[src/rtl/johnson_decoder.sv]
// johnson_decoder: decodes a Johnson or one-hot ring counter bus into a phase index,
// checks single-step progression and counts revolutions and errors.
module johnson_decoder #(
  parameter int N = 10,
  parameter bit RING_MODE = 1'b0,
  localparam int IW = $clog2(2*N)
) (
  input  logic          clk,
  input  logic          reset_ah_in,
  input  logic [N-1:0]  code_in,
  input  logic          valid_in,
  input  logic          clear_cnt_in,
  output logic [IW-1:0] index_out,
  output logic          legal_out,
  output logic          lock_out,
  output logic          step_err_out,
  output logic          wrap_out,
  output logic [15:0]   rev_count_out,
  output logic [7:0]    err_count_out
);
  localparam int LAST = RING_MODE ? N-1 : 2*N-1;
  localparam int PW = $clog2(N+1);
  typedef enum logic {UNLOCKED, LOCKED} state_t;
  state_t state_q, state_d;
  logic [IW-1:0] index_q, index_d, dec_idx, pos, nxt;
  logic [PW-1:0] pc;
  logic [N-1:0] inv;
  logic dec_legal, legal_q, legal_d, step_q, step_d, wrap_q, wrap_d, err_inc;
  logic [15:0] rev_q, rev_d;
  logic [7:0] err_q, err_d;
  always_comb begin
    pc = '0;
    pos = '0;
    for (int i = 0; i < N; i++) begin
      pc = pc + PW'(code_in[i]);
      if (code_in[i]) pos = IW'(i);
    end
  end
  assign inv = ~code_in;
  // Johnson words are a run of ones anchored at bit 0, or a run of zeros anchored at bit 0
  assign dec_legal = RING_MODE ? (code_in != '0 && (code_in & (code_in - N'(1))) == '0)
                               : ((code_in & (code_in + N'(1))) == '0 || (inv & (inv + N'(1))) == '0);
  assign dec_idx = RING_MODE ? pos : (code_in[N-1] ? IW'(2*N) - IW'(pc) : IW'(pc));
  assign nxt = index_q == IW'(LAST) ? '0 : index_q + IW'(1);
  always_comb begin
    state_d = state_q;
    index_d = index_q;
    legal_d = legal_q;
    step_d = 1'b0;
    wrap_d = 1'b0;
    if (valid_in) begin
      legal_d = dec_legal;
      if (!dec_legal) begin
        state_d = UNLOCKED;
      end else begin
        index_d = dec_idx;
        state_d = LOCKED;
        if (state_q == LOCKED) begin
          wrap_d = dec_idx == nxt && index_q == IW'(LAST);
          step_d = dec_idx != nxt && dec_idx != index_q;
        end
      end
    end
    err_inc = valid_in && (!dec_legal || step_d);
    rev_d = clear_cnt_in ? '0 : rev_q + 16'(wrap_d && rev_q != 16'hFFFF);
    err_d = clear_cnt_in ? '0 : err_q + 8'(err_inc && err_q != 8'hFF);
  end
  always_ff @(posedge clk) begin
    if (reset_ah_in) begin
      state_q <= UNLOCKED;
      index_q <= '0;
      legal_q <= 1'b0;
      step_q <= 1'b0;
      wrap_q <= 1'b0;
      rev_q <= '0;
      err_q <= '0;
    end else begin
      state_q <= state_d;
      index_q <= index_d;
      legal_q <= legal_d;
      step_q <= step_d;
      wrap_q <= wrap_d;
      rev_q <= rev_d;
      err_q <= err_d;
    end
  end
  assign index_out = index_q;
  assign legal_out = legal_q;
  assign lock_out = state_q == LOCKED;
  assign step_err_out = step_q;
  assign wrap_out = wrap_q;
  assign rev_count_out = rev_q;
  assign err_count_out = err_q;
endmodule

[config.mk]
export PLATFORM = sky130hd
export DESIGN_NAME = johnson_decoder
export DESIGN_NICKNAME = d
export VERILOG_FILES = /design/src/rtl/johnson_decoder.sv
export SDC_FILE = /design/constraint.sdc
export NUM_CORES = 1
export LEC_CHECK = 0
export BUFFER_PORTS_ARGS = -buffer_cell sky130_fd_sc_hd__buf_2
export CORE_MARGIN = 2
export CORE_UTILIZATION = 30
export DETAILED_ROUTE_END_ITERATION = 10
export GPL_ROUTABILITY_DRIVEN = 0
export PLACE_DENSITY_LB_ADDON = 0.2
export REMOVE_ABC_BUFFERS = 1
export SKIP_LAST_GASP = 1
export SYNTH_ARGS = -nofsm -noshare
export SYNTH_HDL_FRONTEND = slang
export SYNTH_SLANG_ARGS = --single-unit
[constraint.sdc]
create_clock -name clk -period 7 [get_ports clk]
set_input_delay 2.1 -clock clk [delete_from_list [all_inputs] [get_ports clk]]
set_output_delay 2.1 -clock clk [all_outputs]
set_load 0.02 [all_outputs]
==> results.md, run 1 <==
* Global Route Usage Sum at 12.67%
* Worst path cell trace: buf_2 -> fa_1 -> fa_1 -> inv_1 -> fa_1 -> inv_1 -> ha_1 -> inv_1 -> fa_1 -> nand2b_1 -> and4_1 -> o32a_2 -> xnor3_1 -> nor3_2 -> and4b_1 -> ha_1 -> ha_1 -> nand3_1 -> buf_4 -> or3_1 -> a21oi_1
* Initial Util at 30.99%
* Final setup violating endpoints at 0
* Crit path max-delay cell type: fa_1
* Synth warnings at 0
* Final net count at 326
* DR DRC count at 0
* Final ANT Viol Nets at 0
* Total CTS buffers at 5
* Most numerous cell on the critical path: fa_1
* Worst min path class: flop to flop
* DP HPWL at 3537 um
* Reg area at 640.6 um2
* Unrepaired setup endpoints after global routing: false
* Core Footprint at 6794 um2
* Std cell rows at 30
* Worst-Margin Slew at 381.8 ps
* Total grt overflow at 0
* Synth top area share at 30.42%
* Num ports at 47
* Initial antenna violation count at 0
* Fin crit share at 94.99%
* Drt total wl at 4526 um
* Worst path bufs/invs at 5
* Post-synth top area cell: dfxtp_1
* Root Driver: clkbuf_8
* H-Tree Depth at 2
* Layout area overhead at 22.76%
* Power Density at 226.5 nW/um2
* Post-synthesis register bit count at 32
* Buffers on Ports at 46
* Share of layout cells above drive strength 1 at 25.42%
* Die area at 7705 um2
* Setup TNS Final at 0 ps
* Crit start category: input pin
* Slew Viols, Final at 0
* Area of the multi-input gates at 1348 um2
* Critical path type: input pin to flop
* Clk_lat worst skew at 280 ps
* Critical Path AT at 6860 ps
* Hold_buf cts at 0
* Sequential share of the synthesized area at 30.42%
* Synth Instances at 239
* CTS tree: built
* Average routed wire per standard cell at 11.58 um
* Achievable frequency at 0.1504 GHz
* Overall power at 585.6 uW
* # diodes at 0
* CTS clk-pin slew, worst paths at 70 ps
* Vias/cell at 4.568
* Clk sinks at 32
* MaxCap Viol Count at 0
* Die height at 87.78 um
* LEAKAGE at 0.001116 uW
* Die W at 87.78 um
* Vias in the first global route at 1641
* Final hold vios at 0
* Number of distinct library cells after synthesis at 46
* Iter 0 DRT Violations at 51
* First-pass GRT wire length at 7645 um
* Pin count of the biggest net entering global routing at 21
* Setup Skew at 6.193 ps
* Endpoint type of the worst setup path: flop
* Syn_area_per_cell at 8.811 um2
* Clock buffer depth at 2
* Critical Path RT at 7220 ps
* Synth area leaders: dfxtp_1 30%, ha_1 7.1%, xnor2_1 5.8%
* Critical Path Max Stage Delay at 530 ps
* Core Util, Final at 38.05%
* Critical path's top delay family: adder cells
* VDD IR-drop max at 139.4 uV
* Max-slew headroom at 74.55%
* DRT Pass-1 Iters at 4
* Status: finished, final reports clean
* Post-synthesis cell area at 2106 um2
* Fin crit period at 6649 ps
* Final hold slack at 513.6 ps
* Crit-path max FO at 3
* DR vias at 1786
* Number of fill cells in the layout at 689
==> registers in the layout (all words and copies together) (netlist names) <==
signal         cells
step_err_out       1
index_out          5
err_count_out      8
rev_count_out     16
lock_out           1
wrap_out           1
==> worst register-to-register path, stage by stage (launching register included) <==
cell and delay [ps]:
dfxtp_1 470, ha_1 320, and3b_1 180, o21ai_0 80
a21boi_0 230, o2111ai_2 160, nor3_2 120, and4b_1 200
ha_1 170, ha_1 190, nand3_1 110, buf_4 170
or3_1 300, a21oi_1 140
==> worst paths after layout <==
check	slack, ps	depth (start not counted)	endpoint	from
min	510	2	err_count_out[7]$_SDFF_PP0_	err_count_out[7]$_SDFF_PP0_
max reg2reg	4110	13	rev_count_out[6]$_SDFF_PP0_	index_out[0]$_SDFFE_PP0P_
max	350	21	rev_count_out[6]$_SDFF_PP0_	code_in[0]
min reg2reg	510	2	err_count_out[7]$_SDFF_PP0_	err_count_out[7]$_SDFF_PP0_
==> layout make-up <==
type	count	share of cell area [%]
Multi-Input combinational cell	181	52.13
Tap cell	96	4.647
Inverter	19	2.759
Timing Repair Buffer	55	11.52
Clock buffer	6	2.807
Clock inverter	2	1.355
Sequential cell	32	24.78
==> kinds of logic (layout without fill, tap and decap cells) <==
| logic type | count (synthesis) | in the layout | share of synthesized area (%) |
|---|---|---|---|
| AOI/OAI and AO/OA | 37 | 37 | 12.66 |
| buffers and inverters | 26 | 82 | 5.704 |
| muxes | 5 | 5 | 2.377 |
| DFF | 32 | 32 | 30.42 |
| xor gates and xnor gates | 27 | 27 | 11.88 |
| and+or+nand+nor | 94 | 94 | 24.12 |
| adders and majority gates | 18 | 18 | 12.83 |
==> metrics by stage <==
step / setup slack [ps] / instance area, um2 / std cells
3_5_place_dp: 39.91 / 2475 / 383
4_1_cts: 308.0 / 2582 / 391
2_1_floorplan: 336.0 / 2057 / 232
5_1_grt: 46.08 / 2585 / 391
3_3_place_gp: 90.56 / 2475 / 383
6_report: 350.9 / 2585 / 391
==> metal layers <==
metal / vias to the layer above / routed length, um / part of all wire, % / track usage [%]
li1: 926 / - / - / -
met2: 30 / 2080 / 46 / 19.90
met4: 0 / 61 / 1.3 / 4.196
met3: 5 / 195 / 4.3 / 3.487
met1: 825 / 2188 / 48 / 16.82
met5: - / 0 / 0 / 0
==> placed cells by master (no fill, tap or decap), types with 6 or more instances in the layout <==
master,n
xor2_1,12
nand3_1,14
nor2_1,26
xnor2_1,14
dfxtp_1,32
buf_4,9
ha_1,12
a21oi_1,8
nand4_1,6
buf_2,46
inv_1,19
fa_1,6
nand2_1,13
o21ai_0,14
==> cells in the mapped netlist (all sizes together) <==
library cell	count
a2111oi	1
nand3	14
and2b	1
o41ai	1
nor2	27
xor2	12
o21ai	14
nor2b	4
fa	6
a21boi	1
nand2b	4
buf	4
dfxtp	32
clkbuf	3
ha	12
a21oi	9
o221a	1
mux2i	5
and4	1
o211ai	3
nand4	7
and3b	2
nor4	1
or3	5
and2	4
nor3	4
nand3b	1
xnor2	14
xnor3	1
and3	4
or2	1
nand2	13
and4b	1
a21o	1
o32a	1
o2111ai	2
a211oi	1
a31oi	2
inv	19
==> repair_timing <==
item | 4_1_cts | 5_1_grt
resized for setup | 0 | 1
setup endpoints to repair | 0 | 1
endpoints found under the hold margin | 0 | 0
setup buffers | 0 | 0
==> where the power goes <==
part	internal, uW	switching (uW)	leakage (uW)
combinational	109	117	0.000803
clock	106	68.2	0.0000552
sequential	183	2.33	0.000258
(Power assumes the default switching activity.)
==> run 2: changes to the inputs <==
==> constraint.sdc (replaced) <==
create_clock -name clk -period 7.9 [get_ports clk]
set_input_delay 2.37 -clock clk [delete_from_list [all_inputs] [get_ports clk]]
set_output_delay 2.37 -clock clk [all_outputs]
set_load 0.02 [all_outputs]
==> run 2 against run 1 <==
Clock power is 13% lower. Routed wire length is 0.27% higher. Cell count is 2.3% lower. Setup slack better by 360 ps. Critical endpoint is now rev_count_out[10]$_SDFF_PP0_. Critical path depth is 2 higher. Sequential share of layout area is 0.69 points higher.
==> results.md, run 2 (synthesis results as in run 1) <==
* Status: finished, final reports clean
* Critical Path AT at 7350 ps (+490 ps)
* Fin crit share at 90.98%
* DR vias at 1766 (-1.1%)
* H-Tree Depth at 2 (unchanged)
* CTS tree: built
* Initial antenna violation count at 0 (unchanged)
* Most frequent cells in the layout: 46 x buf_2, 32 x dfxtp_1, 27 x nor2_1
* Num ports at 47 (unchanged)
* Overall power at 493.9 uW (-16%)
* Vias/cell at 4.623 (+1.2%)
* Setup TNS Final at 0 ps (unchanged)
* Final hold vios at 0 (unchanged)
* VDD IR-drop max at 102.6 uV (-26%)
* Initial Util at 30.99% (unchanged)
* Critical Path Max Stage Delay at 510 ps (-20 ps)
* Endpoint type of the worst setup path: flop
* Unrepaired setup endpoints after global routing: false
* Fin area at 2515 um2 (-2.7%)
* LEAKAGE at 0.001073 uW (-3.8%)
* Final net count at 317 (-2.8%)
* Root Driver: clkbuf_8
* Std cell rows at 30 (unchanged)
* DRT Pass-1 Iters at 4 (unchanged)
* Worst R2R End: rev_count_out[10]$_SDFF_PP0_
* Worst Hold Depth at 2 (unchanged)
* Fin crit period at 7187 ps
* Crit-path max FO at 6 (+3)
* Max-slew headroom at 73.33% (-1.2 points)
* Hold_buf cts at 0 (unchanged)
* Core Footprint at 6794 um2 (unchanged)
* Number of gates resized after CTS at 0 (unchanged)
* Critical path type: input pin to flop
* Worst path bufs/invs at 5 (unchanged)
* Share of layout cells above drive strength 1 at 22.73% (-2.7 points)
* # diodes at 0 (unchanged)
* Most common cell after layout, fill and taps aside: buf_2
* Core Util, Final at 37.02% (-1.0 points)
* Pin count of the biggest net entering global routing at 21 (unchanged)
* First-pass GRT wire length at 7603 um (-0.55%)
* Power Density at 196.4 nW/um2 (-13%)
* Reg-to-Reg Start: index_out[0]$_SDFFE_PP0P_
* Global Route Usage Sum at 12.53% (-0.14 points)
* CTS clk-pin slew, worst paths at 70 ps (about the same)
* Crit start category: input pin
* Crit path max-delay cell type: fa_1
* Layout area overhead at 19.43%
* Total CTS buffers at 5 (unchanged)
* DR DRC count at 0 (unchanged)
* Number of fill cells in the layout at 694 (+0.73%)
* Critical Path RT at 8060 ps (+840 ps)
* Critical path's top delay family: adder cells
* Worst-Margin Slew at 388.9 ps (+7.071 ps)
* Total grt overflow at 0 (unchanged)
* Iter 0 DRT Violations at 50 (-2.0%)
* Buffers on Ports at 46 (unchanged)
* Worst Hold End: err_count_out[5]$_SDFF_PP0_
* Slew Viols, Final at 0 (unchanged)
* Worst path cell trace: buf_2 -> fa_1 -> fa_1 -> inv_1 -> fa_1 -> inv_1 -> ha_1 -> inv_1 -> fa_1 -> ha_1 -> inv_1 -> mux2i_1 -> xnor2_1 -> o2111ai_2 -> nor3_2 -> and4b_1 -> ha_1 -> ha_1 -> nand3_1 -> nor2_1 -> nand4_1 -> xor2_1 -> nor2_1
* Clock buffer depth at 2 (unchanged)
* DP HPWL at 3553 um (+0.44%)
* Final ANT Viol Nets at 0 (unchanged)
* Drt total wl at 4538 um (+0.27%)
* Achievable frequency at 0.1391 GHz
* R2R depth at 14 (+1)
* Final setup violating endpoints at 0 (unchanged)
* Setup Skew at 7.846 ps (+1.653 ps)
* Placed inst area at 2407 um2 (-2.7%)
* Die W at 87.78 um (unchanged)
* Die height at 87.78 um (unchanged)
* Vias in the first global route at 1690 (+3.0%)
* Worst R2R Setup Slack at 4850 ps (+740 ps)
* Clk_lat worst skew at 280 ps (about the same)
* Hold Startpoint: err_count_out[5]$_SDFF_PP0_
* Clk sinks at 32 (unchanged)
* Number of flip-flops under the largest register name at 16 (unchanged)
* Worst min path class: flop to flop
* Average routed wire per standard cell at 11.88 um (+2.6%)
* Post-CTS setup buffers at 0 (unchanged)
* MaxCap Viol Count at 0 (unchanged)
* Die area at 7705 um2 (unchanged)
[run 2: cell count changes in the layout (fill, tap and decap cells not counted), sizes merged]
cell	delta
buf	-9
[run 2: how the worst max path moves through the flow]
stage,startpoint,end,depth (start not counted)
2_1_floorplan,code_in[0],rev_count_out[10]$_SDFF_PP0_,22
3_3_place_gp,code_in[0],rev_count_out[10]$_SDFF_PP0_,23
3_5_place_dp,code_in[0],rev_count_out[10]$_SDFF_PP0_,23
4_1_cts,code_in[0],rev_count_out[10]$_SDFF_PP0_,23
5_1_grt,code_in[0],rev_count_out[10]$_SDFF_PP0_,23
6_report,code_in[0],rev_count_out[10]$_SDFF_PP0_,23
[run 2: worst reg2reg max path, stage by stage, from the launching register on]
cell and delay [ps]:
dfxtp_1 450, ha_1 300, and3b_1 180, o21ai_0 90
a21boi_0 250, o2111ai_2 230, nor3_2 150, and4b_1 210
ha_1 160, ha_1 190, nand3_1 140, nor2_1 240
nand4_1 140, xor2_1 150, nor2_1 50
[run 2: layer usage]
layer | share of wire, % | global-route usage, % | routed length (um) | vias up
li1 | - | - | - | 914
met1 | 48 | 16.18 | 2181 | 809
met2 | 46 | 20.32 | 2090 | 36
met3 | 3.7 | 3.110 | 169 | 7
met4 | 2.1 | 4.476 | 96 | 0
met5 | 0 | 0 | 0 | -
[run 2: per-stage QoR]
step / setup slack (ps) / cells / hold slack (ps)
after floorplan: 966.0 / 232 / 565.8
after global placement: 466.4 / 374 / 483.5
after detailed placement: 414.7 / 374 / 495.3
after CTS: 676.9 / 382 / 510.0
after global routing: 316.9 / 382 / 544.9
final: 712.6 / 382 / 506.8
[run 2: report_power, final]
group	total (uW)	switching (uW)	internal, uW
clock	152	58.6	93.5
sequential	165	2.11	163
combinational	177	99.6	77.5
[run 2: final cells by class]
class	count	area (um2)	area share, %
Sequential cell	32	640.6	25.47
Clock inverter	2	35.03	1.393
Inverter	19	71.32	2.836
Clock buffer	6	72.57	2.886
Multi-Input combinational cell	181	1345	53.48
Tap cell	96	120.1	4.776
Timing Repair Buffer	46	230.2	9.154
